`src/rtl/serial_pad_pkg.sv`:
```
// Shared types and constants for the serial gamepad poller.
// Optional feature macro used by the top: PAD_PRESS_EDGE_EN (press-edge output).
package serial_pad_pkg;

  // Poll sequencer states
  typedef enum logic [2:0] {
    ST_IDLE  = 3'd0,
    ST_LATCH = 3'd1,
    ST_LOW   = 3'd2,
    ST_HIGH  = 3'd3,
    ST_DONE  = 3'd4
  } state_e;

  // NES controller bit positions, in shift-out order
  localparam int NES_A      = 0;
  localparam int NES_B      = 1;
  localparam int NES_SELECT = 2;
  localparam int NES_START  = 3;
  localparam int NES_UP     = 4;
  localparam int NES_DOWN   = 5;
  localparam int NES_LEFT   = 6;
  localparam int NES_RIGHT  = 7;

  // Default timing for a 40 MHz system clock
  localparam int DEF_POLL_DIV  = 666667;  // 60 Hz poll rate
  localparam int DEF_LATCH_CYC = 480;     // 12 us latch
  localparam int DEF_HALF_CYC  = 240;     // 6 us per pulse half-period
  localparam int DEF_NUM_BITS  = 8;
  localparam int DEF_NUM_PADS  = 1;

  // Width needed to hold values 0..n-1, never below one bit
  function automatic int clog2_min1(input int n);
    int w;
    w = $clog2(n);
    if (w < 1) begin
      w = 1;
    end else begin
      w = w;
    end
    return w;
  endfunction

  // Larger of two integers
  function automatic int max_int(input int a, input int b);
    int m;
    if (a > b) begin
      m = a;
    end else begin
      m = b;
    end
    return m;
  endfunction

endpackage

```
`src/rtl/pad_tick_divider.sv`:
```
// Poll period counter: counts 0..POLL_DIV-1 continuously and flags the
// cycle in which the counter is zero. Also exposes a one-cycle lookahead
// so the sequencer can enter its latch phase in step with poll_tick.
module pad_tick_divider
  import serial_pad_pkg::*;
#(
  parameter int POLL_DIV = DEF_POLL_DIV
) (
  input  logic i_clk,
  input  logic i_rst_n,
  output logic o_poll_tick,
  output logic o_tick_next
);

  localparam int CW = clog2_min1(POLL_DIV);
  localparam logic [CW-1:0] CNT_LAST = CW'(POLL_DIV - 1);

  logic [CW-1:0] r_cnt;
  logic          r_tick;
  logic [CW-1:0] w_cnt_next;
  logic          w_wrap;

  // Next counter value with wrap at the end of the period
  always_comb begin
    w_wrap     = 1'b0;
    w_cnt_next = r_cnt;
    if (r_cnt == CNT_LAST) begin
      w_wrap     = 1'b1;
      w_cnt_next = '0;
    end else begin
      w_wrap     = 1'b0;
      w_cnt_next = r_cnt + CW'(1);
    end
  end

  // Counter and registered tick (high while the counter reads zero)
  always_ff @(posedge i_clk or negedge i_rst_n) begin
    if (!i_rst_n) begin
      r_cnt  <= '0;
      r_tick <= 1'b0;
    end else begin
      r_cnt  <= w_cnt_next;
      r_tick <= w_wrap;
    end
  end

  assign o_poll_tick = r_tick;
  assign o_tick_next = w_wrap;

endmodule

```
`src/rtl/serial_pad_poller.sv`:
```
// Multi-pad NES/SNES serial gamepad poller. Generates shared latch/pulse
// waveforms, shifts each pad's active-low data line into a per-pad register
// and publishes an active-high snapshot with a one-cycle valid strobe.
// Optional: define PAD_PRESS_EDGE_EN to add the buttons_pressed output.
module serial_pad_poller
  import serial_pad_pkg::*;
#(
  parameter int POLL_DIV  = DEF_POLL_DIV,
  parameter int LATCH_CYC = DEF_LATCH_CYC,
  parameter int HALF_CYC  = DEF_HALF_CYC,
  parameter int NUM_BITS  = DEF_NUM_BITS,
  parameter int NUM_PADS  = DEF_NUM_PADS
) (
  input  logic                         clk,
  input  logic                         reset,
  input  logic                         enable,
  input  logic [NUM_PADS-1:0]          pad_data,
  output logic                         latch,
  output logic                         pulse,
  output logic                         poll_tick,
  output logic [NUM_PADS*NUM_BITS-1:0] buttons,
  output logic                         buttons_valid,
  output logic                         busy
`ifdef PAD_PRESS_EDGE_EN
  ,
  output logic [NUM_PADS*NUM_BITS-1:0] buttons_pressed
`endif
);

  localparam int TOTAL  = NUM_PADS * NUM_BITS;
  localparam int IDX_W  = clog2_min1(NUM_BITS);
  localparam int PH_W   = clog2_min1(max_int(LATCH_CYC, HALF_CYC));
  localparam logic [PH_W-1:0]  LATCH_LAST = PH_W'(LATCH_CYC - 1);
  localparam logic [PH_W-1:0]  HALF_LAST  = PH_W'(HALF_CYC - 1);
  localparam logic [IDX_W-1:0] IDX_LAST   = IDX_W'(NUM_BITS - 1);

  // Parameter sanity: these guarantee one poll ends before the next tick.
  if (POLL_DIV <= LATCH_CYC + 2 * HALF_CYC * NUM_BITS + 2) begin : g_bad_div
    $error("serial_pad_poller: POLL_DIV too small for one complete poll");
  end
  if (LATCH_CYC < 1 || HALF_CYC < 1) begin : g_bad_timing
    $error("serial_pad_poller: LATCH_CYC and HALF_CYC must be at least 1");
  end
  if (NUM_BITS < 1 || NUM_PADS < 1) begin : g_bad_size
    $error("serial_pad_poller: NUM_BITS and NUM_PADS must be at least 1");
  end

  state_e           r_state;
  state_e           w_state_next;
  logic [PH_W-1:0]  r_ph;
  logic [PH_W-1:0]  w_ph_next;
  logic [IDX_W-1:0] r_idx;
  logic [IDX_W-1:0] w_idx_next;
  logic             w_sample;
  logic [TOTAL-1:0] r_shift;
  logic [TOTAL-1:0] w_shift_next;
  logic [TOTAL-1:0] r_buttons;
  logic             r_latch;
  logic             r_pulse;
  logic             r_valid;
  logic             r_busy;
  logic             w_tick_next;

  pad_tick_divider #(
    .POLL_DIV (POLL_DIV)
  ) u_div (
    .i_clk       (clk),
    .i_rst_n     (reset),
    .o_poll_tick (poll_tick),
    .o_tick_next (w_tick_next)
  );

  // Sequencer next-state logic. The IDLE->LATCH move uses the divider's
  // lookahead so the latch phase starts in the same cycle poll_tick is high.
  always_comb begin
    w_state_next = r_state;
    w_ph_next    = r_ph;
    w_idx_next   = r_idx;
    w_sample     = 1'b0;
    case (r_state)
      ST_IDLE: begin
        if (w_tick_next && enable) begin
          w_state_next = ST_LATCH;
          w_ph_next    = '0;
        end else begin
          w_state_next = ST_IDLE;
          w_ph_next    = '0;
        end
      end
      ST_LATCH: begin
        if (r_ph == LATCH_LAST) begin
          w_state_next = ST_LOW;
          w_ph_next    = '0;
          w_idx_next   = '0;
        end else begin
          w_ph_next = r_ph + PH_W'(1);
        end
      end
      ST_LOW: begin
        if (r_ph == HALF_LAST) begin
          w_state_next = ST_HIGH;
          w_ph_next    = '0;
          w_sample     = 1'b1;
        end else begin
          w_ph_next = r_ph + PH_W'(1);
        end
      end
      ST_HIGH: begin
        if (r_ph == HALF_LAST) begin
          w_ph_next = '0;
          if (r_idx == IDX_LAST) begin
            w_state_next = ST_DONE;
          end else begin
            w_state_next = ST_LOW;
            w_idx_next   = r_idx + IDX_W'(1);
          end
        end else begin
          w_ph_next = r_ph + PH_W'(1);
        end
      end
      ST_DONE: begin
        w_state_next = ST_IDLE;
        w_ph_next    = '0;
      end
      default: begin
        w_state_next = ST_IDLE;
        w_ph_next    = '0;
        w_idx_next   = '0;
      end
    endcase
  end

  // Per-bit capture: on the last LOW cycle, bit r_idx of every pad is loaded
  for (genvar p = 0; p < NUM_PADS; p++) begin : g_pad
    for (genvar i = 0; i < NUM_BITS; i++) begin : g_bit
      assign w_shift_next[p*NUM_BITS + i] =
        (w_sample && (r_idx == IDX_W'(i))) ? pad_data[p] : r_shift[p*NUM_BITS + i];
    end
  end

  // State, counters, capture register and registered waveform outputs
  always_ff @(posedge clk or negedge reset) begin
    if (!reset) begin
      r_state   <= ST_IDLE;
      r_ph      <= '0;
      r_idx     <= '0;
      r_shift   <= '0;
      r_latch   <= 1'b0;
      r_pulse   <= 1'b0;
      r_valid   <= 1'b0;
      r_busy    <= 1'b0;
      r_buttons <= '0;
    end else begin
      r_state <= w_state_next;
      r_ph    <= w_ph_next;
      r_idx   <= w_idx_next;
      r_shift <= w_shift_next;
      r_latch <= (w_state_next == ST_LATCH);
      r_pulse <= (w_state_next == ST_HIGH);
      r_valid <= (w_state_next == ST_DONE);
      r_busy  <= (w_state_next != ST_IDLE);
      if (w_state_next == ST_DONE) begin
        r_buttons <= ~r_shift;
      end else begin
        r_buttons <= r_buttons;
      end
    end
  end

`ifdef PAD_PRESS_EDGE_EN
  logic [TOTAL-1:0] r_pressed;

  // Newly pressed buttons, shown only in the publish cycle
  always_ff @(posedge clk or negedge reset) begin
    if (!reset) begin
      r_pressed <= '0;
    end else if (w_state_next == ST_DONE) begin
      r_pressed <= ~r_shift & ~r_buttons;
    end else begin
      r_pressed <= '0;
    end
  end

  assign buttons_pressed = r_pressed;
`endif

  assign latch         = r_latch;
  assign pulse         = r_pulse;
  assign buttons       = r_buttons;
  assign buttons_valid = r_valid;
  assign busy          = r_busy;

endmodule
```
`config.mk`:
```
export PLATFORM = sky130hd
export DESIGN_NAME = serial_pad_poller
export DESIGN_NICKNAME = d
export VERILOG_FILES = /design/src/rtl/serial_pad_pkg.sv /design/src/rtl/pad_tick_divider.sv /design/src/rtl/serial_pad_poller.sv
export SDC_FILE = /design/constraint.sdc
export NUM_CORES = 1
export LEC_CHECK = 0
export CELL_PAD_IN_SITES_DETAIL_PLACEMENT = 0
export CELL_PAD_IN_SITES_GLOBAL_PLACEMENT = 1
export CORE_MARGIN = 4
export CORE_UTILIZATION = 50
export DETAILED_ROUTE_END_ITERATION = 16
export PLACE_DENSITY = 0.82
export SYNTH_ARGS = -nofsm -noshare
export SYNTH_HDL_FRONTEND = slang
export SYNTH_HIERARCHICAL = 1
export SYNTH_SLANG_ARGS = --single-unit
```
`constraint.sdc`:
```
create_clock -name clk -period 4.45 [get_ports clk]
set_input_delay 0.6675 -clock clk [delete_from_list [all_inputs] [get_ports clk]]
set_output_delay 0.6675 -clock clk [all_outputs]
set_load 0.005 [all_outputs]
```
**After elaboration in Yosys (flattened, before gate mapping)**

Cells that the tools add are included.

- Flip-flop bits (word level): 56
- Logic and storage cells: 75
- Output and inout bits: 13
- Input bits: 4

- Bitwise logic cells: 2
- Muxes and demuxes: 17
- $add $sub $neg: 3
- Reductions and logical operators: 15
- Equality and inequality tests: 20

Operators by type and width:

| cell | count |
|---|---|
| 3-bit 2-to-1 mux | 7 |
| 20-bit by 1-bit adder with 20-bit output, second input constant | 1 |
| 20-bit equality test, second input constant | 1 |
| 20-bit 2-to-1 mux | 1 |
| 3-bit equality test, second input constant | 6 |
| 9-bit 2-to-1 mux | 2 |
| 9-bit case mux with 2 select lines | 1 |
| 3-bit by 2-bit equality test with 1-bit output, second input constant | 5 |
| 3-bit case mux with 4 select lines | 1 |
| 9-bit by 1-bit adder with 9-bit output, second input constant | 1 |
| 3-bit by 1-bit equality test with 1-bit output, second input constant | 3 |
| 9-bit by 8-bit equality test with 1-bit output, second input constant | 1 |
| 9-bit equality test, second input constant | 1 |
| 1-bit logical AND | 9 |
| 3-bit case mux with 3 select lines | 1 |
| 8-bit inverter | 1 |
| 3-bit logical NOT | 2 |
| 2-bit != test, second input constant | 3 |
| 1-bit 2-to-1 mux | 4 |
| 4-bit AND reduction | 1 |
| 3-bit by 1-bit adder with 3-bit output, second input constant | 1 |
| 3-bit nonzero test | 1 |
| 3-bit OR reduction | 1 |
| 2-bit OR reduction | 1 |
| 1-bit inverter | 1 |

**Longest topological paths before layout**

- Word-level depth: 6
- Depth in mapped cells: 10

**Cells and area by module**

The synthesis kept the hierarchy.

By module, submodules not included:

| module | sequential area each (um^2) | times used | cells each | area an instance (um^2) |
|---|---|---|---|---|
| serial_pad_poller | 875.8 | 1 | 147 | 1622.8 |
| pad_tick_divider | 525.5 | 1 | 94 | 978.4 |

**Least setup slack after synthesis**

OpenSTA, ideal clock, no wires.

- Path type: flip-flop to flip-flop
- Start point: reg u_div.r_cnt[0]
- End point: reg r_state[0]
- Cell stages (with the launch flop): 11
- Data required time: 4373 ps
- Arrival: 1770 ps
- Setup time: 77 ps
- Buffers on the path: 1
- Path slack: 2603 ps
- Cell sequence: dfrtp_1 > inv_1 > ha_1 > nor4b_1 > nand4_1 > nor3_1 > clkbuf_1 > nand2_1 > nor2_1 > o31ai_1 > a21oi_1

- Longest elaborated chain between the ends: 5

Ends and longest elaborated chain:

| item | line | source |
|---|---|---|
| from (decl) | pad_tick_divider.sv:18 | `logic [CW-1:0] r_cnt;` |
| from (signal assigned) | pad_tick_divider.sv:42 | `r_cnt <= w_cnt_next;` |
| 20-bit equality test | pad_tick_divider.sv:27 | `if (r_cnt == CNT_LAST) begin` |
| 1-bit 2-to-1 mux | pad_tick_divider.sv:27 |  |
| net w_tick_next | serial_pad_poller.sv:62 | `logic w_tick_next;` |
| 1-bit logical AND | serial_pad_poller.sv:82 | `if (w_tick_next && enable) begin` |
| 1-bit 2-to-1 mux | serial_pad_poller.sv:82 |  |
| 3-bit case mux with 4 select lines | serial_pad_poller.sv:80 | `case (r_state)` |
| net w_state_next[0] | serial_pad_poller.sv:49 | `state_e w_state_next;` |
| to (signal assigned) | serial_pad_poller.sv:154 | `r_state <= w_state_next;` |
| to (decl) | serial_pad_poller.sv:48 | `state_e r_state;` |

The timed path passes the listed nets, and every way through them passes these cells.
A chain may end at the register's enable or synchronous reset.

**Final worst setup path**

- Start point: reg r_ph[0]
- End point: reg r_ph[8]

- Longest elaborated chain between the ends: 3
- Elaborated cells between the ends (all ways): 6
- Classes of those cells: add/sub: 1; eq/ne: 2; mux: 3

Ends and longest elaborated chain:

| item | line | source |
|---|---|---|
| from (decl) | serial_pad_poller.sv:50 | `logic [PH_W-1:0] r_ph;` |
| from (signal assigned) | serial_pad_poller.sv:155 | `r_ph <= w_ph_next;` |
| 9-bit by 1-bit adder with 9-bit output, or another cell as far along | serial_pad_poller.sv:96, serial_pad_poller.sv:105, serial_pad_poller.sv:118 |  |
| 9-bit 2-to-1 mux, on equally long branches | serial_pad_poller.sv:100, serial_pad_poller.sv:109, serial_pad_poller.sv:91 |  |
| 9-bit case mux with 2 select lines (*) | serial_pad_poller.sv:80 |  |
| net w_ph_next[8] | serial_pad_poller.sv:51 | `logic [PH_W-1:0] w_ph_next;` |

Mark *: on every way through the listed nets, which the timed path passes. The rest lies on a longest branch.

==> parameters.txt <==
Parameter                              Value

Clock tree
  Number of setup buffers added after CTS ... 0
  H-Tree Depth ... 2
  Total number of clock tree sinks ... 56
  Clock Tree Root ... clkbuf_8
  Number of gates resized after CTS ... 0
  Clock tree from TritonCTS ... built
  Inserted Clock Buffers ... 5
  Cts-stage hold buffer count ... 0
  Clock transition at the registers of the reported paths ... 90 ps
  Maximum number of buffers from clock root to sink ... 2
  Source-to-sink clock delay at the later pin of the worst-skew pair ... 300 ps

Drt
  Post-DR wirelength/cell ... 14.26 um
  Antenna-violating nets left ... 0
  DRT met1 WL ... 2.555 mm
  Highest metal used ... met4
  Total Wirelength ... 4.663 mm
  DR WL met2 ... 1.965 mm
  Via/cell ratio ... 5.361
  Detailed-route via count ... 1753
  Detailed Route Iter0 Violations ... 101
  DRC violation count after routing ... 0
  DR pass1 iterations ... 4
  Met3 wire len ... 97 um

Power and ir drop
  Combinational fraction of design power ... 0.019
  Maximum ir drop on the vdd rail ... 0.0001915 V
  Part of the total power dissipated in the clock network ... 0.343
  Cell leakage power ... 1.283 nW
  Pwr/cell area ... 277.0 nW/um2
  Switching portion of total power ... 0.2034
  Part of the total power dissipated in sequential elements ... 0.638
  P_sw ... 163.6 uW
  Int Power ... 640.7 uW

Synthesis
  Async S/R FF share, synth ... 1.000
  Net count after synthesis ... 254
  Count of flip-flops with a built-in enable after synthesis ... 0
  Yosys top cell by area ... dfrtp_1
  Cells after Synth ... 241
  Mean area per synthesized cell ... 10.79 um2
  Most frequently used cell type in the post-synthesis netlist ... dfrtp_1
  Library cells used by synthesis ... 41
  Part of the Yosys area used for sequential elements ... 0.5387
  Share of synthesized area spent on multiplexers ... 0.03608
  Adder and majority cell fraction of the synthesized area ... 0.04329
  Dominant combinational cell family by area after synthesis ... simple AND/OR/NAND/NOR gates
  Post-Synth XOR/XNOR Area ... 0.07744
  Cell Area, Synth ... 2601 um2
  Top post-synthesis cells by count ... dfrtp_1, nor2_1, nand2_1
  Largest cells by area after synthesis ... dfrtp_1, xnor2_1, ha_1
  Compound-cell area share of the yosys netlist ... 0.05772
  Flip-flop and latch count after synthesis ... 56
  Total of warnings raised by yosys ... 6
  Main flop type after synthesis ... dfrtp_1
  Synth top area share ... 0.5387
  Fraction of the mapped netlist area in simple logic gates ... 0.2140

Timing
  Max-slew headroom ... 0.5486
  Worst Clk Skew ... 9.250 ps
  Final setup TNS ... 0 ps
  RSZ-0062 raised after global routing ... false
  Hold slack ... 463.0 ps
  Period utilisation layout ... 0.4323
  Highest clock frequency the design can meet ... 0.5198 GHz
  Fin crit period ... 1924 ps
  Total count of max-transition violations in the final report ... 0
  Final critical-path setup slack ... 2526 ps
  Final setup fails ... 0
  Pin slew with the least headroom to its limit ... 677.0 ps
  Final Hold Fails ... 0

Critical path
  Launch point of the worst reg-to-reg path ... r_ph[0]
  Register-to-register setup slack ... 2530 ps
  Terminus of the critical flop-to-flop path ... r_ph[8]
  Start point of the critical path ... r_ph[0]
  Biggest fanout along the worst timing path ... 8
  CP Class ... reg -> reg
  Startpoint types ... flip-flop
  CP Capture Point ... r_ph[8]
  CP required ... 4610 ps
  R2R depth ... 5
  Crit end category ... flip-flop
  CP Data Arrival Time ... 2080 ps

Die
  Die area ... 6421 um2
  Starting density of the core ... 0.5331
  Die Span X ... 80.13 um
  Row count ... 25
  Total core area ... 4880 um2
  DIE HEIGHT ... 80.13 um
  I/O pin total ... 17

Placement
  Number of port buffers ... 16
  Final weighted congestion of routability-driven global placement ... 0.8242
  Cell Count Post-Placement ... 319
  Place WS ... 2551 ps
  Half-perimeter wire length after detailed placement ... 3.400 mm

Cells and area
  Area Growth Syn to Fin ... 11.64%
  Fill count ... 437
  Number of nets in the layout ... 272
  Diodes inserted ... 0
  Core occupancy in the finished layout ... 0.5951
  Fraction of final layout cells sized beyond drive strength 1 ... 0.1077
  Final non-filler cell total ... 327

Hold path
  Worst hold path type ... reg -> reg

GRT
  Remaining global-route overflow ... 0
  Maximum number of pins on one net before global-route repair ... 57
  Wire length of the first global-routing pass ... 8.369 mm
  Number of antenna violations at the first check in global routing ... 0
  Vias in the first global route ... 1710
  GR Util All Layers ... 0.1679

Outcome
  Status ... completed

Job
  Max capacitance violation total ... 0
[metal layers]
metal,GRT usage,up-vias
met4,0.05068,0
met1,0.2643,849
li1,-,884
met2,0.2310,16
met3,0.03363,4
met5,0,-
[critical path: stages (launching register included)]
cell,delay (ps)
dfrtp_1,380
ha_1,220
and4_1,290
a41oi_1,190
o211ai_1,590
nor2_1,120
[how the worst min path moves through the flow]
stage | endpoint | cells after the start | slack, ps | startpoint
after global routing | r_ph[0] | 1 | 490 | r_ph[0]
final | r_ph[0] | 1 | 460 | r_ph[0]
after CTS | r_ph[0] | 1 | 470 | r_ph[0]
after floorplan | busy | 0 | 370 | reset
after global placement | r_ph[0] | 1 | 450 | r_ph[0]
after detailed placement | r_ph[0] | 1 | 450 | r_ph[0]
[cells in the final DEF, fill, tap and decap left out, drive strengths merged, types with 2 or more instances in the layout]
cell	count
ha	9
nor2	28
nand2	18
a31o	3
nand3	12
nand4	15
nor4	4
o21ai	10
dfrtp	56
mux2	8
and4b	2
buf	3
or3	2
clkbuf	6
clkdlybuf4s50	15
and3	5
nor3	6
clkinv	3
a41oi	2
inv	10
a21oi	5
or4	2
xnor2	14
and4	3
xor2	9
[power by group through the flow]
stage,combinational [mW],sequential (mW),clock [mW]
after floorplan,0.00273,0.523,0
after global placement,0.0167,0.523,0
after detailed placement,0.0167,0.523,0
after CTS,0.0168,0.513,0.286
after global routing,0.0187,0.514,0.306
final,0.0157,0.513,0.276
[flip-flops by register name, summed over array words and instances (netlist names)]
name,cells
u_div/r_cnt,20
r_ph,9
buttons,8
r_shift,8
r_idx,3
r_state,3
busy,1
buttons_valid,1
latch,1
pulse,1
u_div/o_poll_tick,1
[metrics by stage]
stage | power, mW | instance area [um2]
2_1_floorplan | 0.5256 | 2601
3_3_place_gp | 0.5399 | 2811
3_5_place_dp | 0.5400 | 2811
4_1_cts | 0.8165 | 2904
5_1_grt | 0.8385 | 2904
6_report | 0.8043 | 2904
[cell families (layout without fill, tap and decap cells)]
logic type	count (synthesis)	count (layout)
and+or+nand+nor	103	103
DFF	56	56
adders and majority gates	9	9
AOI/OAI and AO/OA	24	24
muxes	8	8
xor gates and xnor gates	23	23
buffers and inverters	18	37
[area by class of cell]
type / instances / area (um2) / share of cell area
Multi-Input combinational cell: 167 / 1115 / 0.3839
Clock inverter: 2 / 10.01 / 0.003447
Sequential cell: 56 / 1401 / 0.4825
Clock buffer: 6 / 82.58 / 0.02844
Tap cell: 67 / 83.83 / 0.02887
Inverter: 11 / 41.29 / 0.01422
Timing Repair Buffer: 18 / 170.2 / 0.05860
(Power assumes the default switching activity.)
